`config.mk`:
```
export PLATFORM = sky130hd
export DESIGN_NAME = coin_validator
export DESIGN_NICKNAME = d
export VERILOG_FILES = /design/src/rtl/coin_validator.sv
export SDC_FILE = /design/constraint.sdc
export NUM_CORES = 1
export LEC_CHECK = 0
export CAP_MARGIN = 20
export CORE_ASPECT_RATIO = 0.6
export CORE_MARGIN = 3
export CORE_UTILIZATION = 30
export DETAILED_ROUTE_END_ITERATION = 8
export GPL_TIMING_DRIVEN = 0
export PLACE_DENSITY = 0.47
export SLEW_MARGIN = 20
export SYNTH_ARGS = -nofsm -noshare
export SYNTH_HDL_FRONTEND = slang
export SYNTH_SLANG_ARGS = --single-unit
```
`constraint.sdc`:
```
create_clock -name clk -period 3.03 [get_ports clk]
set_input_delay 0.909 -clock clk [delete_from_list [all_inputs] [get_ports clk]]
set_output_delay 0.909 -clock clk [all_outputs]
set_load 0.05 [all_outputs]
```
`src/rtl/coin_validator.sv`:
```
// Coin validator: synchronizes and debounces the optical coin sensor, measures the
// pulse width, and classifies each coin as Rs 5, Rs 10, reject or jam.
module coin_validator #(
  parameter int DEB     = 3,
  parameter int W5_MIN  = 10,
  parameter int W5_MAX  = 20,
  parameter int W10_MIN = 30,
  parameter int W10_MAX = 45,
  parameter int TMAX    = 200,
  parameter int REJ_CYC = 8,
  parameter int GAP_CYC = 4
) (
  input  logic       clk,
  input  logic       rst,
  input  logic       coin_sense,
  input  logic       accept_en,
  output logic [1:0] coin_code,
  output logic       reject_gate,
  output logic       jam,
  output logic       busy,
  output logic [7:0] reject_cnt
);

  // Legal parameters satisfy W5_MIN <= W5_MAX < W10_MIN <= W10_MAX < TMAX <= 255.
  localparam logic [7:0] DEB_M1   = 8'(DEB - 1);
  localparam logic [7:0] W5_LO    = 8'(W5_MIN);
  localparam logic [7:0] W5_HI    = 8'(W5_MAX);
  localparam logic [7:0] W10_LO   = 8'(W10_MIN);
  localparam logic [7:0] W10_HI   = 8'(W10_MAX);
  localparam logic [7:0] TMAX_L   = 8'(TMAX);
  localparam logic [7:0] REJ_M1   = 8'(REJ_CYC - 1);
  localparam logic [7:0] GAP_M1   = 8'(GAP_CYC - 1);
  localparam logic [7:0] CNT_SAT  = 8'd255;

  typedef enum logic [2:0] {
    IDLE, MEASURE, CLASSIFY, EMIT, REJECT, JAM, GAP
  } state_t;

  state_t     state_q, state_d;
  logic       s1_q, s2_q;
  logic       deb_q, deb_d, deb_prev_q;
  logic [7:0] deb_cnt_q, deb_cnt_d;
  logic [1:0] settle_q, settle_d;
  logic       armed_q, armed_d;
  logic [7:0] width_q, width_d;
  logic [7:0] phase_q, phase_d;
  logic [7:0] rcnt_q, rcnt_d;
  logic [1:0] code_q, code_d;
  logic       reject_q, reject_d;
  logic       jam_q, jam_d;
  logic       busy_q, busy_d;
  logic       deb_rise;
  logic       in_w5, in_w10;

  always_ff @(posedge clk or negedge rst) begin
    if (!rst) begin
      s1_q       <= 1'b0;
      s2_q       <= 1'b0;
      deb_q      <= 1'b0;
      deb_prev_q <= 1'b0;
      deb_cnt_q  <= '0;
      settle_q   <= '0;
      armed_q    <= 1'b0;
      state_q    <= IDLE;
      width_q    <= '0;
      phase_q    <= '0;
      rcnt_q     <= '0;
      code_q     <= 2'b00;
      reject_q   <= 1'b0;
      jam_q      <= 1'b0;
      busy_q     <= 1'b0;
    end else begin
      s1_q       <= coin_sense;
      s2_q       <= s1_q;
      deb_q      <= deb_d;
      deb_prev_q <= deb_q;
      deb_cnt_q  <= deb_cnt_d;
      settle_q   <= settle_d;
      armed_q    <= armed_d;
      state_q    <= state_d;
      width_q    <= width_d;
      phase_q    <= phase_d;
      rcnt_q     <= rcnt_d;
      code_q     <= code_d;
      reject_q   <= reject_d;
      jam_q      <= jam_d;
      busy_q     <= busy_d;
    end
  end

  // Debounce: the level flips only after DEB consecutive disagreeing samples.
  always_comb begin
    deb_d     = deb_q;
    deb_cnt_d = '0;
    if (s2_q != deb_q) begin
      if (deb_cnt_q == DEB_M1) begin
        deb_d = s2_q;
      end else begin
        deb_cnt_d = deb_cnt_q + 8'd1;
      end
    end
  end

  // Once the synchronizer holds real samples, arm only after a confirmed low level,
  // so a coin already in the sensor at reset release is never measured.
  always_comb begin
    settle_d = (settle_q == 2'd2) ? settle_q : settle_q + 2'd1;
    armed_d  = armed_q | ((settle_q == 2'd2) & ~s2_q & ~deb_q);
  end

  assign deb_rise = deb_q & ~deb_prev_q & armed_q;
  assign in_w5    = (width_q >= W5_LO)  && (width_q <= W5_HI);
  assign in_w10   = (width_q >= W10_LO) && (width_q <= W10_HI);

  always_comb begin
    state_d = state_q;
    width_d = width_q;
    phase_d = phase_q;
    rcnt_d  = rcnt_q;
    code_d  = 2'b00;
    unique case (state_q)
      IDLE: begin
        if (deb_rise) begin
          state_d = MEASURE;
          width_d = 8'd1;
        end
      end
      MEASURE: begin
        if (!deb_q) begin
          state_d = CLASSIFY;
        end else begin
          width_d = width_q + 8'd1;
          if (width_q + 8'd1 == TMAX_L) state_d = JAM;
        end
      end
      CLASSIFY: begin
        if (accept_en && in_w5) begin
          state_d = EMIT;
          code_d  = 2'b01;
        end else if (accept_en && in_w10) begin
          state_d = EMIT;
          code_d  = 2'b10;
        end else begin
          state_d = REJECT;
          phase_d = REJ_M1;
          if (rcnt_q != CNT_SAT) rcnt_d = rcnt_q + 8'd1;
        end
      end
      EMIT: begin
        state_d = GAP;
        phase_d = GAP_M1;
      end
      REJECT: begin
        if (phase_q == 8'd0) begin
          state_d = GAP;
          phase_d = GAP_M1;
        end else begin
          phase_d = phase_q - 8'd1;
        end
      end
      JAM: begin
        if (!deb_q) begin
          state_d = GAP;
          phase_d = GAP_M1;
        end
      end
      GAP: begin
        if (phase_q == 8'd0) state_d = IDLE;
        else phase_d = phase_q - 8'd1;
      end
      default: state_d = IDLE;
    endcase
    // Outputs follow the next state so each is a clean register aligned with state_q.
    reject_d = (state_d == REJECT) || (state_d == JAM);
    jam_d    = (state_d == JAM);
    busy_d   = (state_d != IDLE);
  end

  assign coin_code   = code_q;
  assign reject_gate = reject_q;
  assign jam         = jam_q;
  assign busy        = busy_q;
  assign reject_cnt  = rcnt_q;

endmodule
```
# After elaboration in Yosys (flattened, before gate mapping)
# Index checks and enable logic that the tools add are counted.
[word_totals] ff_bits=47
[op_classes] bitwise_logic=10 order_cmp=4 n_eq_ne=19 n_reduce_logical=14 mux=23 add_sub_neg=5
[ops] operator="8-bit 2-to-1 mux" n=9
[ops] operator="8-bit one-hot mux with 5 select lines" n=1
[ops] operator="8-bit by 1-bit adder with 8-bit output, second input constant" n=3
[ops] operator="3-bit 2-to-1 mux" n=8
[ops] operator="3-bit one-hot mux with 7 select lines" n=1
[ops] operator="8-bit one-hot mux with 2 select lines" n=1
[ops] operator="3-bit equality test, second input constant" n=5
[ops] operator="2-bit != test, second input constant" n=6
[ops] operator="8-bit by 2-bit equality test with 1-bit output, second input constant" n=1
[ops] operator="8-bit equality test, second input constant" n=1
[ops] operator="8-bit by 4-bit >= comparator with 1-bit output, second input constant" n=1
[ops] operator="8-bit by 5-bit >= comparator with 1-bit output, second input constant" n=1
[ops] operator="8-bit by 5-bit <= comparator with 1-bit output, second input constant" n=1
[ops] operator="8-bit by 6-bit <= comparator with 1-bit output, second input constant" n=1
[ops] operator="8-bit logical NOT" n=1
[ops] operator="8-bit != test, second input constant" n=1
[ops] operator="8-bit by 1-bit subtractor with 8-bit output, second input constant" n=1
[ops] operator="3-bit by 2-bit equality test with 1-bit output, second input constant" n=2
[ops] operator="2-bit 2-to-1 mux" n=3
[ops] operator="1-bit inverter" n=5
[ops] operator="5-bit AND reduction" n=1
[ops] operator="5-bit nonzero test" n=1
[ops] operator="1-bit bitwise AND" n=4
[ops] operator="1-bit logical AND" n=4
[ops] operator="12 further kinds" n=12

# Logic depth before layout (Yosys ltp)
[logic_depth] word_depth=8 depth_mapped=8

# Worst setup path after synthesis
# Ideal clock, no wire load.
[synth_path] path_kind="register -> register" from="register width_q[0]" to="register phase_q[7]" path_stages_with_launch=9 arrival_ns=1.988 slack_ns=0.918 period_less_slack_ns=2.112 setup_time_ns=0.124 path_cell_list="dfrtp_1 -> clkbuf_1 -> inv_1 -> ha_1 -> nor4bb_1 -> o21ai_0 -> o211ai_2 -> nand2_1 -> a211o_1"
[synth_between] elab_chain_len=5 elab_cells_between_ends=11 classes_between="order compare: 4; eq/ne: 2; reduce/logical: 5"
[synth_rtl] item="start: declaration" line_no="45" text="logic [7:0] width_q, width_d;"
[synth_rtl] item="start signal: assignment" line_no="81" text="width_q <= width_d;"
[synth_rtl] item="8-bit by 5-bit >= comparator with 1-bit output (tied with other cells)" line_no="113" text="assign in_w10 = (width_q >= W10_LO) && (width_q <= W10_HI);"
[synth_rtl] item="1-bit logical AND (on tied branches)" line_no="113, 112"
[synth_rtl] item="1-bit logical AND (on tied branches)" line_no="140, 137"
[synth_rtl] item="2-bit != test (no line)"
[synth_rtl] item="5-bit AND reduction (no line) (*)"
[synth_rtl] item="end signal: assignment" line_no="82" text="phase_q <= phase_d;"
[synth_rtl] item="end: declaration" line_no="46" text="logic [7:0] phase_q, phase_d;"
# Mark *: on every way between the ends. The rest lies on a longest branch, timed or not.
# A chain may end at the register's enable or synchronous reset.

# Worst setup path after layout
# Ends and elaborated chain as after synthesis.

==> flow_metrics.env <==
export IMPL_yosysSeqAreaShare_pct=47.1
export IMPL_fin_crit_sh_pct=89.8
export IMPL_cts_num_sinks=47
export IMPL_clkPwrFrac_pct=22.9
export IMPL_crit_path_cell_trace="clkbuf_1 > inv_1 > ha_1 > nor4bb_1 > o21ai_0 > o211ai_2 > nand2_1 > a211o_1"
export IMPL_clockRootBuffer="clkbuf_16"
export IMPL_ys_top_cells_by_area="dfrtp_1, ha_1, o21ai_0"
export IMPL_clock_latency_ns=0.29
export IMPL_power_frac_seq_pct=36.3
export IMPL_setup_worst_path_class="reg -> reg"
export IMPL_nFillCells=819
export IMPL_synth_xor_area_share_pct=5.26
export IMPL_clockBufferDepth=2
export IMPL_max_freq_mhz=367
export IMPL_synth_compound_area_share_pct=15.6
export IMPL_fp_row_count=25
export IMPL_hold_violations=0
export IMPL_grt_pass1_vias=1729
export IMPL_yosysTopAreaCell="dfrtp_1"
export IMPL_num_vias=1851
export IMPL_layout_commonest_cell="dfrtp_1"
export IMPL_slew_violations=0
export IMPL_synth_cell_types=58
export IMPL_worst_pin_slew_ns=0.622
export IMPL_vias_per_cell=4.86
export IMPL_ctsResizeCount=0
export IMPL_final_util_pct=36.9
export IMPL_status="complete, no violations"
export IMPL_cts_tree="yes"
export IMPL_critPathBufInv=2
export IMPL_powerDensity_nw_per_um2=855
export IMPL_leakage_nw=1.27
export IMPL_synth_fa_ha_area_share_pct=4.51
export IMPL_grt_use_total_pct=11.7
export IMPL_yosys_register_bits=47
export IMPL_synthSimpleGateAreaFrac_pct=22.0
export IMPL_critPathMaxStageDelay_ns=0.51
export IMPL_worst_path_stages=8
export IMPL_syn_instance_count=249
export IMPL_postSynthAreaPerCell_um2=10.0
export IMPL_grt_max_degree=48
export IMPL_layout_common_cells="dfrtp_1, nor2_1, nand2_1"
export IMPL_crit_arrival_ns=2.89
export IMPL_grt_pass1_wl_um=8910
export IMPL_synthToLayoutAreaGrowth_pct=18.0
export IMPL_io_pins=17
export IMPL_dieArea_um2=9490
export IMPL_period_minus_slack_ns=2.72
export IMPL_synth_area_um2=2500
export IMPL_start_kind="register"
export IMPL_cts_buffers=5
export IMPL_drt_iter0_drc=153
export IMPL_dpl_worst_slack_ns=0.252
export IMPL_timing_slew_headroom_pct=58.4
export IMPL_synthMuxAreaShare_pct=2.56
export IMPL_p_int_w=0.00152
export IMPL_drive_above_1_share_pct=10.6
export IMPL_dominantRegCellSynth="dfrtp_1"
export IMPL_synth_top_family_by_area="simple AND/OR/NAND/NOR gates"
export IMPL_antenna_found_initial=0
export IMPL_setup_viol=0
export IMPL_drc=0
export IMPL_synth_fp_nets=262
export IMPL_rr_worst_depth=8
export IMPL_cts_clk_slew_worst_paths_ns=0.06
export IMPL_postLayoutSetupSlackWorst_ns=0.308
export IMPL_peakVddDrop_mv=0.292
export IMPL_comb_power_share_pct=40.8
export IMPL_cts_htree_levels=2
export IMPL_die_x_um=124
export IMPL_yosys_warnings=0
export IMPL_n_antenna_cell=0
export IMPL_postCtsHoldBufs=0
export IMPL_cp_max_fo=9
export IMPL_portBuffers=16
export IMPL_start_util_pct=31.3
export IMPL_crit_required_ns=3.20
export IMPL_fp_dieH_um=76.7
export IMPL_dr_pass1_iters=4
export IMPL_max_cap_viol_count=0
export IMPL_overflow=0
export IMPL_fin_worst_skew_ns=0.00583
export IMPL_core_area_um2=7980
export IMPL_post_cts_buffers=0
export IMPL_finalWeightedCongestion=0.764
export IMPL_synth_top_area_share_pct=47.1
export IMPL_hp_class="reg -> reg"
export IMPL_wl_per_cell_um=13.1
export IMPL_crit_slowest_cell="nor4bb_1"
export IMPL_postRouteAntennaNets=0
export IMPL_holdPathStages=0
export IMPL_dp_hpwl_um=3530
export IMPL_fin_nets=285
export IMPL_wl_um=4990
export IMPL_critical_path_top_delay_family="compound AO/OA/AOI/OAI gates"
export IMPL_net_switching_power_w=0.00100
export IMPL_synth_edff_count=0
export IMPL_p_sw_share_pct=39.8
export IMPL_end_kind="register"
export IMPL_async_flop_share_pct=100
export IMPL_grt_setup_unrepaired="false"
[synthesized netlist by cell type, drive strengths merged, types with 4 or more instances]
| cell type | n |
|---|---|
| xnor2 | 8 |
| inv | 9 |
| and3 | 5 |
| nor2 | 24 |
| ha | 9 |
| nand3b | 4 |
| nand3 | 15 |
| dfrtp | 47 |
| o21ai | 20 |
| xor2 | 7 |
| nand2 | 22 |
| o31ai | 4 |
| clkbuf | 6 |
| nor2b | 7 |
| o211ai | 6 |
[worst paths after layout]
check                                        from                      to  slack, ns
setup / recovery           width_q[0]$_DFFE_PN0P_  phase_q[7]$_DFFE_PN0P_       0.31
hold / removal                     s1_q$_DFF_PN0_          s2_q$_DFF_PN0_       0.35
setup reg to reg           width_q[0]$_DFFE_PN0P_  phase_q[7]$_DFFE_PN0P_       0.31
hold reg to reg                    s1_q$_DFF_PN0_          s2_q$_DFF_PN0_       0.35
max in group asynchronous                     rst    state_q[0]$_DFF_PN0_       1.98
min in group asynchronous                     rst  phase_q[5]$_DFFE_PN0P_       0.64
[flip-flops by register name, summed over array words and instances (netlist names)]
register     flops
deb_cnt_q        8
phase_q          8
reject_cnt       8
width_q          8
state_q          3
coin_code        2
settle_q         2
armed_q          1
busy             1
deb_prev_q       1
deb_q            1
jam              1
reject_gate      1
s1_q             1
s2_q             1
[area by class of cell]
type	instances	area (µm²)	area share (%)
multi-input combinational	184	1250	42.3
timing repair buffer	16	158	5.35
inverter	9	33.8	1.15
tap	108	135	4.59
sequential	47	1180	39.9
buffer	9	40.0	1.36
clock buffer	8	156	5.31
[power groups by stage]
stage / registers [W] / logic [W] / clock network (W)
2_1_floorplan: 0.00104 / 0.000642 / 0
3_3_place_gp: 0.000928 / 0.00103 / 0
3_5_place_dp: 0.000927 / 0.00103 / 0
4_1_cts: 0.000915 / 0.00104 / 0.000604
5_1_grt: 0.000943 / 0.00114 / 0.000640
6_report: 0.000915 / 0.00103 / 0.000577
[per-stage QoR]
step                      setup TNS, ns  instances  power (W)  cell area (µm²)  hold slack [ns]
after global placement           -21.86        373    0.00196             2790            0.335
after global routing                  0        381    0.00272             2950            0.355
after CTS                             0        381    0.00256             2950            0.350
after floorplan                       0        249    0.00168             2500            0.331
after detailed placement              0        373    0.00196             2790            0.335
final                                 0        381    0.00252             2950            0.347
[logic make-up (layout without fill, tap and decap cells)]
group	after synthesis	after routing
and+or+nand+nor	102	102
AOI/OAI and AO/OA	52	52
DFF	47	47
buffers and inverters	18	42
xor gates and xnor gates	15	15
adders and majority gates	9	9
muxes	6	6
[layer usage]
layer / global-route usage, % / vias to the layer above / wire, µm
met5: 0 / - / 0
met4: 2.65 / 0 / 0
met3: 3.61 / 0 / 191
met2: 14.7 / 23 / 1910
met1: 19.1 / 900 / 2890
li1: - / 928 / -
No activity file was read; power rests on OpenSTA's default activity.
